[config.mk]
export PLATFORM = sky130hd
export DESIGN_NAME = mem_responder
export DESIGN_NICKNAME = d
export VERILOG_FILES = /design/src/rtl/mem_pkg.sv /design/src/rtl/mem_array.sv /design/src/rtl/mem_responder.sv
export SDC_FILE = /design/constraint.sdc
export NUM_CORES = 1
export LEC_CHECK = 0
export ABC_AREA = 0
export BUFFER_PORTS_ARGS = -buffer_cell sky130_fd_sc_hd__buf_2
export CORE_ASPECT_RATIO = 0.9
export CORE_UTILIZATION = 58
export CTS_BUF_LIST = sky130_fd_sc_hd__clkbuf_4
export CTS_CLUSTER_SIZE = 12
export DETAILED_ROUTE_END_ITERATION = 8
export GPL_ROUTABILITY_DRIVEN = 0
export GPL_TIMING_DRIVEN = 0
export PLACE_DENSITY = 0.75
export SLEW_MARGIN = 10
export SYNTH_ARGS = -nofsm -noshare
export SYNTH_HDL_FRONTEND = slang
export SYNTH_SLANG_ARGS = --single-unit
[constraint.sdc]
create_clock -name clk -period 8.02 [get_ports clk]
set_input_delay 0.401 -clock clk [delete_from_list [all_inputs] [get_ports clk]]
set_output_delay 0.401 -clock clk [all_outputs]
set_load 0.005 [all_outputs]
[src/rtl/mem_pkg.sv]
// Shared types and default widths for the memory responder and its storage array.
package mem_pkg;

    localparam int DEF_ADDR_W = 5;
    localparam int DEF_DATA_W = 8;

    typedef enum logic [1:0] {
        IDLE,
        WAIT,
        RESP
    } mem_state_t;

    typedef logic [DEF_DATA_W-1:0] mem_data_t;
    typedef logic [DEF_ADDR_W-1:0] mem_addr_t;

endpackage

[src/rtl/mem_array.sv]
// Storage flops for the responder: one synchronous write port, one combinational read port.
module mem_array
    import mem_pkg::*;
#(
    parameter int ADDR_W = DEF_ADDR_W,
    parameter int DATA_W = DEF_DATA_W
) (
    input  logic              clk,
    input  logic              rst,
    input  logic              we,
    input  logic [ADDR_W-1:0] waddr,
    input  logic [DATA_W-1:0] wdata,
    input  logic [ADDR_W-1:0] raddr,
    output logic [DATA_W-1:0] rdata
);

    localparam int DEPTH = 2 ** ADDR_W;

    logic [DATA_W-1:0] mem [DEPTH];

    // NOTE: every word is cleared on reset, so this array maps to flops rather than a RAM macro.
    always_ff @(posedge clk or posedge rst) begin
        if (rst) begin
            for (int i = 0; i < DEPTH; i++) begin
                mem[i] <= '0;
            end
        end else if (we) begin
            mem[waddr] <= wdata;
        end
    end

    assign rdata = mem[raddr];

endmodule

[src/rtl/mem_responder.sv]
// Memory responder: accepts bus writes in one cycle, returns reads after RD_WAIT wait states,
// flags protocol errors and counts accepted accesses.
module mem_responder
    import mem_pkg::*;
#(
    parameter int ADDR_W  = DEF_ADDR_W,
    parameter int DATA_W  = DEF_DATA_W,
    parameter int RD_WAIT = 0,
    parameter int CNT_W   = 16
) (
    input  logic              clk,
    input  logic              rst,
    input  logic              read,
    input  logic              write,
    input  logic [ADDR_W-1:0] addr,
    input  logic [DATA_W-1:0] data_in,
    output logic [DATA_W-1:0] data_out,
    output logic              data_valid,
    output logic              busy,
    output logic              err,
    output logic [CNT_W-1:0]  rd_count,
    output logic [CNT_W-1:0]  wr_count
);

    localparam logic [3:0] WAIT_INIT = (RD_WAIT > 0) ? 4'(RD_WAIT - 1) : 4'd0;

    mem_state_t        state, next_state;
    logic [3:0]        wait_cnt;
    logic [ADDR_W-1:0] addr_q;
    logic [DATA_W-1:0] rdata;

    logic wr_accept;
    logic rd_accept;
    logic err_set;

    mem_array #(
        .ADDR_W (ADDR_W),
        .DATA_W (DATA_W)
    ) u_array (
        .clk   (clk),
        .rst   (rst),
        .we    (wr_accept),
        .waddr (addr),
        .wdata (data_in),
        .raddr (addr_q),
        .rdata (rdata)
    );

    // NOTE: every signal gets a default before the case so no path leaves one unassigned (no latches).
    always_comb begin
        next_state = state;
        wr_accept  = 1'b0;
        rd_accept  = 1'b0;
        err_set    = 1'b0;
        case (state)
            IDLE: begin
                if (read && write) begin
                    err_set = 1'b1;
                end else if (write) begin
                    wr_accept = 1'b1;
                end else if (read) begin
                    rd_accept  = 1'b1;
                    next_state = (RD_WAIT == 0) ? RESP : WAIT;
                end
            end
            WAIT: begin
                err_set = read || write;
                if (wait_cnt == 4'd0) begin
                    next_state = RESP;
                end
            end
            RESP: begin
                err_set    = read || write;
                next_state = IDLE;
            end
            default: next_state = IDLE;
        endcase
    end

    assign busy = (state != IDLE);

    // NOTE: sequential state uses non-blocking assignments so all registers update together at the edge.
    always_ff @(posedge clk or posedge rst) begin
        if (rst) begin
            state <= IDLE;
        end else begin
            state <= next_state;
        end
    end

    always_ff @(posedge clk or posedge rst) begin
        if (rst) begin
            wait_cnt <= '0;
            addr_q   <= '0;
        end else if (rd_accept) begin
            wait_cnt <= WAIT_INIT;
            addr_q   <= addr;
        end else if (state == WAIT && wait_cnt != 4'd0) begin
            wait_cnt <= wait_cnt - 4'd1;
        end
    end

    // The word is sampled out of RESP, so data_valid rises RD_WAIT+1 edges after the request edge.
    always_ff @(posedge clk or posedge rst) begin
        if (rst) begin
            data_out   <= '0;
            data_valid <= 1'b0;
        end else begin
            data_valid <= (state == RESP);
            if (state == RESP) begin
                data_out <= rdata;
            end
        end
    end

    always_ff @(posedge clk or posedge rst) begin
        if (rst) begin
            err      <= 1'b0;
            rd_count <= '0;
            wr_count <= '0;
        end else begin
            if (err_set) begin
                err <= 1'b1;
            end
            if (rd_accept) begin
                rd_count <= rd_count + CNT_W'(1'b1);
            end
            if (wr_accept) begin
                wr_count <= wr_count + CNT_W'(1'b1);
            end
        end
    end

endmodule
Word level (Yosys, flattened, before mapping)
Cells that the tools add are included.
{"block": "totals", "ff_bits": 309, "latchBits": 0, "mem_bits_rw": 0, "rom_bits": 0, "inputBits": 17, "mem_count": 0}
{"block": "classes", "add_sub_neg": 3, "mul": 0, "div_mod_pow": 0, "order_cmp": 3, "n_eq_ne": 6, "shift": 0, "muxes": 22, "bitwise_logic": 2, "n_reduce_logical": 11}
{"op": "256-bit bitwise mux", "n": 1}
{"op": "8-bit binary-select mux with 5-bit select", "n": 1}
{"op": "8-bit demux with 5-bit select", "n": 1}
{"op": "16-bit by 1-bit adder with 16-bit output, second input constant", "n": 2}
{"op": "8-bit 2-to-1 mux", "n": 3}
{"op": "6-bit greater-or-equal comparator, second input constant", "n": 2}
{"op": "5-bit inverter with 6-bit output", "n": 2}
{"op": "1-bit 2-to-1 mux", "n": 8}
{"op": "2-bit 2-to-1 mux", "n": 4}
{"op": "4-bit 2-to-1 mux", "n": 2}
{"op": "2-bit inequality test, second input constant", "n": 4}
{"op": "6-bit by 1-bit less-than comparator with 1-bit output, second input constant", "n": 1}
{"op": "4-bit zero test", "n": 1}
{"op": "2-bit one-hot mux with 2 select lines", "n": 1}
{"op": "4-bit AND reduction", "n": 1}
{"op": "2-bit nonzero test", "n": 2}
{"op": "4-bit nonzero test", "n": 1}
{"op": "4-bit by 1-bit subtractor with 4-bit output, second input constant", "n": 1}
{"op": "1-bit logical AND", "n": 3}
{"op": "2-bit by 1-bit == test with 1-bit output, second input constant", "n": 1}
{"op": "2-bit == test, second input constant", "n": 1}
{"op": "2-bit zero test", "n": 1}
{"op": "1-bit one-hot mux with 2 select lines", "n": 1}
{"op": "2-bit OR reduction", "n": 1}
{"op": "1-bit logical OR", "n": 1}

Logic depth before layout (Yosys ltp)
{"block": "depth", "ltp_word": 6, "ltp_mapped": 8}

Hierarchy
Synthesis repeated with hierarchy kept, for this count alone.
{"block": "unflattened", "cells_unflattened": 856, "hier_area_um2": 13718.2}
{"mod": "mem_array", "n_inst": 1, "cells_per_inst": 700, "area_each_um2": 11682.5, "seq_area_each_um2": 6406.1}
{"mod": "mem_responder", "n_inst": 1, "cells_per_inst": 156, "area_each_um2": 2035.7, "seq_area_each_um2": 1201.2}

Least setup slack after synthesis
No wires, ideal clock.
{"block": "synth_timing", "kind": "register to register", "start": "register state[1]", "end": "register u_array.mem[71] (netlist name)", "setup_ns": 0.125, "arrival_ns": 1.765, "required_time_ns": 7.895, "path_slack_ns": 6.131, "path_stages_with_launch": 5, "path_buffers": 1, "synth_period_minus_slack_ns": 1.889, "cell_sequence": "dfrtp_1 clkbuf_1 nand4b_2 nor3_2 mux2_2"}
{"block": "synth_between", "elab_chain_len": 2}
{"item": "start: declaration", "line": "mem_responder.sv:27", "rtl": "mem_state_t state, next_state;"}
{"item": "start signal: assignment", "line": "mem_responder.sv:87", "rtl": "state <= next_state;"}
{"item": "2-bit zero test", "line": "mem_responder.sv:55", "rtl": "case (state)"}
{"item": "1-bit 2-to-1 mux", "line": "mem_responder.sv:55"}
{"item": "end signal: indexed assignment", "line": "mem_array.sv:28", "rtl": "mem[waddr] <= wdata;"}
{"item": "end: declaration", "line": "mem_array.sv:19", "rtl": "logic [DATA_W-1:0] mem [DEPTH];"}
No other way between the ends.
A chain may end at the register's enable or synchronous reset.

Final worst setup path
{"block": "layout_timing", "start": "register addr_q[0]", "end": "register data_out[3]"}
{"block": "layout_between", "elab_chain_len": 4}
{"item": "start: declaration", "line": "mem_responder.sv:29", "rtl": "logic [ADDR_W-1:0] addr_q;"}
{"item": "start signal: assignment", "line": "mem_responder.sv:97", "rtl": "addr_q <= addr;"}
{"item": "5-bit inverter with 6-bit output (not written as such)", "line": "mem_array.sv:32", "rtl": "assign rdata = mem[raddr];"}
{"item": "8-bit binary-select mux with 5-bit select", "line": "mem_array.sv:32"}
{"item": "8-bit 2-to-1 mux (not written as such) (2 in a row)", "line": "mem_array.sv:32"}
{"item": "end signal: assignment", "line": "mem_responder.sv:111", "rtl": "data_out <= rdata;"}
{"item": "end: declaration", "line": "mem_responder.sv:17", "rtl": "output logic [DATA_W-1:0] data_out,"}
No other way between the ends. The select of a mux whose other input is x is not followed.

==> flow_summary.yaml <==
hold_path:
  hold-path-endpoint: "u_array.mem[160]"
  hp-start: "data_in[0]"
  min_path_cells: 2
  hp-class: "primary input to flip-flop"
finish:
  stdcell_count: 1525
  area_delta_synth_final_pct: 13.3
  drive_above_1_share: 0.409
  fillers: 1759
  nets: 1195
synthesis:
  synth.distinct_cells: 35
  synthFlopType: "dfrtp_1"
  async_flop_share: 1.00
  synthTopCellsByCount: "dfrtp_1 (304), mux2_2 (268), mux2i_1 (128)"
  synth_edf_count: 0
  syn_avg_cell_area_um2: 13.5
  post-synth-top-area-cell: "dfrtp_1"
  syn_nets: 1042
  synth_seq_cells: 304
  yosysTopAreaCellShare: 0.549
  synthesis.area_mm2: 0.0139
  synth_warnings: 0
  post-synth-top-count-cell: "dfrtp_1"
  syn_inst: 1023
  yosys-top-cells-area: "dfrtp_1 (55%), mux2_2 (22%), mux2i_1 (9.2%)"
  synth-seq-area-share: 0.549
sta:
  setup_viol: 0
  finalMaxSlewViolations: 0
  worst_pin_slew_ns: 1.19
  fin_crit_ns: 2.71
  slew_headroom: 0.205
  max_freq_ghz: 0.369
  timing.final.crit_share: 0.338
  finClkSkew_ns: 0.0381
  rsz0062_at_grt: "no"
  setup_tns_ns: 0
  hold_viol_final: 0
floorplanning:
  dieArea_mm2: 0.0245
  fp.dieH_um: 149
  start_util: 0.592
  io_pins: 60
  fp.dieW_um: 165
  fp-row-count: 53
  fp.coreArea_mm2: 0.0234
power_and_ir_drop:
  clockPowerShare: 0.328
  switching_share: 0.297
  internal_power_mw: 2.79
  p_comb_frac: 0.202
  pwr-share-seq: 0.469
  power_density_mw_per_mm2: 253
  p_sw_mw: 1.18
  p_leak_nw: 7.78
  peakVddDrop_mv: 0.164
place:
  port_buffers: 58
  dpl.cell_count: 1391
  dp_hpwl_mm: 24.7
setup_path:
  worstPathRequired_ns: 8.62
  startpoint_type: "flip-flop"
  rr_worst_depth: 8
  cp_max_fo: 10
  slowest_stage: "nor4_1"
  crit_chain: "clkbuf_1 > buf_2 > buf_2 > mux2i_1 > a22oi_1 > a21oi_1 > nor4_1 > mux2_2"
  crit_top_cell: "buf_2"
  crit_arrival_ns: 3.31
  path_class: "flip-flop to flip-flop"
  crit_path_end_kind: "flip-flop"
  worst-path-buf-inv: 3
  r2r-end: "data_out[3]"
  startpoint: "addr_q[0]"
  r2r_start: "addr_q[0]"
  critical_path.top_delay_family: "buffers and inverters"
  reg2reg_setup_slack_ns: 5.31
  max_stage_delay_ns: 0.64
clocking:
  cts-root-buf: "clkbuf_4"
  cts_htree_levels: 3
  path_clk_slew_ns: 0.07
  post_cts_buffers: 0
  clkLatencyLatePin_ns: 0.69
  cts_inserted_buffers: 79
  clock_path_buffers: 3
  clock-sinks: 304
  tritoncts: "yes"
global_route:
  grt_pass1_vias: 9581
  grt_max_degree: 39
  grt_usage: 0.310
  grt.overflow.total: 0
  grt_pass1_wl_mm: 55.1
  antenna_found_initial: 2
routing:
  drt_iter0_markers: 546
  dr.pass1.iters: 5
  wl_mm: 35.8
  viasPerCell: 6.04
  drc: 0
  drtAntennaViolNets: 0
  wl_per_cell_um: 23.5
  num_vias: 9214
job:
  drv_cap: 0
status:
  status: "finished, final reports clean"
## metal layers
layer,part of all wire,GRT usage,vias up
met1,0.43,0.414,4726
met5,0,0,-
met2,0.45,0.461,322
met4,0.036,0.136,0
li1,-,-,4071
met3,0.079,0.102,95
## power groups by stage
stage	combinational [mW]	sequential [mW]	clock, mW
after floorplan	0.523	1.86	0
after global placement	0.765	1.88	0
after detailed placement	0.793	1.89	0
after CTS	0.797	1.86	1.33
after global routing	0.862	1.89	1.42
final	0.804	1.86	1.30
## logic make-up after synthesis
| logic type | count (synthesis) | share of synthesized area |
|---|---|---|
| AOI/OAI and AO/OA | 98 | 0.0471 |
| and+or+nand+nor | 114 | 0.0476 |
| buffers and inverters | 76 | 0.0227 |
| muxes | 399 | 0.313 |
| xor gates and xnor gates | 30 | 0.0190 |
| adders and majority gates | 2 | 0.00181 |
| DFF | 304 | 0.549 |
## stage by stage
stage	utilization	setup WS (ns)	power (mW)	instance area (um^2)	hold WS, ns
after floorplan	-	3.58	2.39	13900	0.394
after global placement	0.621	1.84	2.65	14500	0.421
after detailed placement	0.627	5.37	2.68	14700	0.433
after CTS	0.670	5.41	3.99	15700	0.00460
after global routing	0.671	5.27	4.17	15700	0.0278
final	0.671	5.31	3.97	15700	0.0692
## placed cells by master (no fill, tap or decap), types with 4 or more instances in the layout
cell and n:
dfrtp_1 304, mux2_2 268, mux2i_1 128, clkbuf_4 117
buf_2 81, a22oi_1 64, clkbuf_1 47, a21oi_1 33
nand2_1 28, xnor2_1 18, nor2_1 16, xor2_1 12
nand4_1 10, nand2_2 8, nand3_1 8, nor4_1 8
buf_12 8, nor2b_1 7, dlygate4sd3_1 6, nor3b_1 4
inv_1 4
## flip-flops by register name (all words and copies together), names as in the netlist
| signal | count |
|---|---|
| addr_q | 5 |
| data_out | 8 |
| data_valid | 1 |
| err | 1 |
| rd_count | 16 |
| state | 1 |
| u_array.mem | 256 |
| wr_count | 16 |
## area by class of cell
class	count	area, um^2	area share
multi-input combinational	643	5930	0.378
sequential	304	7610	0.485
tap	302	378	0.0241
antenna	1	2.50	0.000159
timing repair buffer	72	510	0.0325
inverter	5	22.5	0.00143
clock buffer	117	878	0.0559
buffer	71	295	0.0188
clock inverter	10	72.6	0.00462
## worst max-delay path by stage
stage / end / depth (start not counted)
after floorplan: addr_q[0] / 1
after global placement: rd_count[8] / 2
after detailed placement: u_array.mem[55] / 6
after CTS: data_out[3] / 8
after global routing: data_out[3] / 8
final: data_out[3] / 8
## timing repair
action / CTS / global route
endpoints found under the hold margin: 31 / 1
setup endpoints to repair: 0 / 0
hold buffers: 5 / 1
gates resized for setup: 0 / 0
Note: power is estimated with default switching activity, not from simulation.
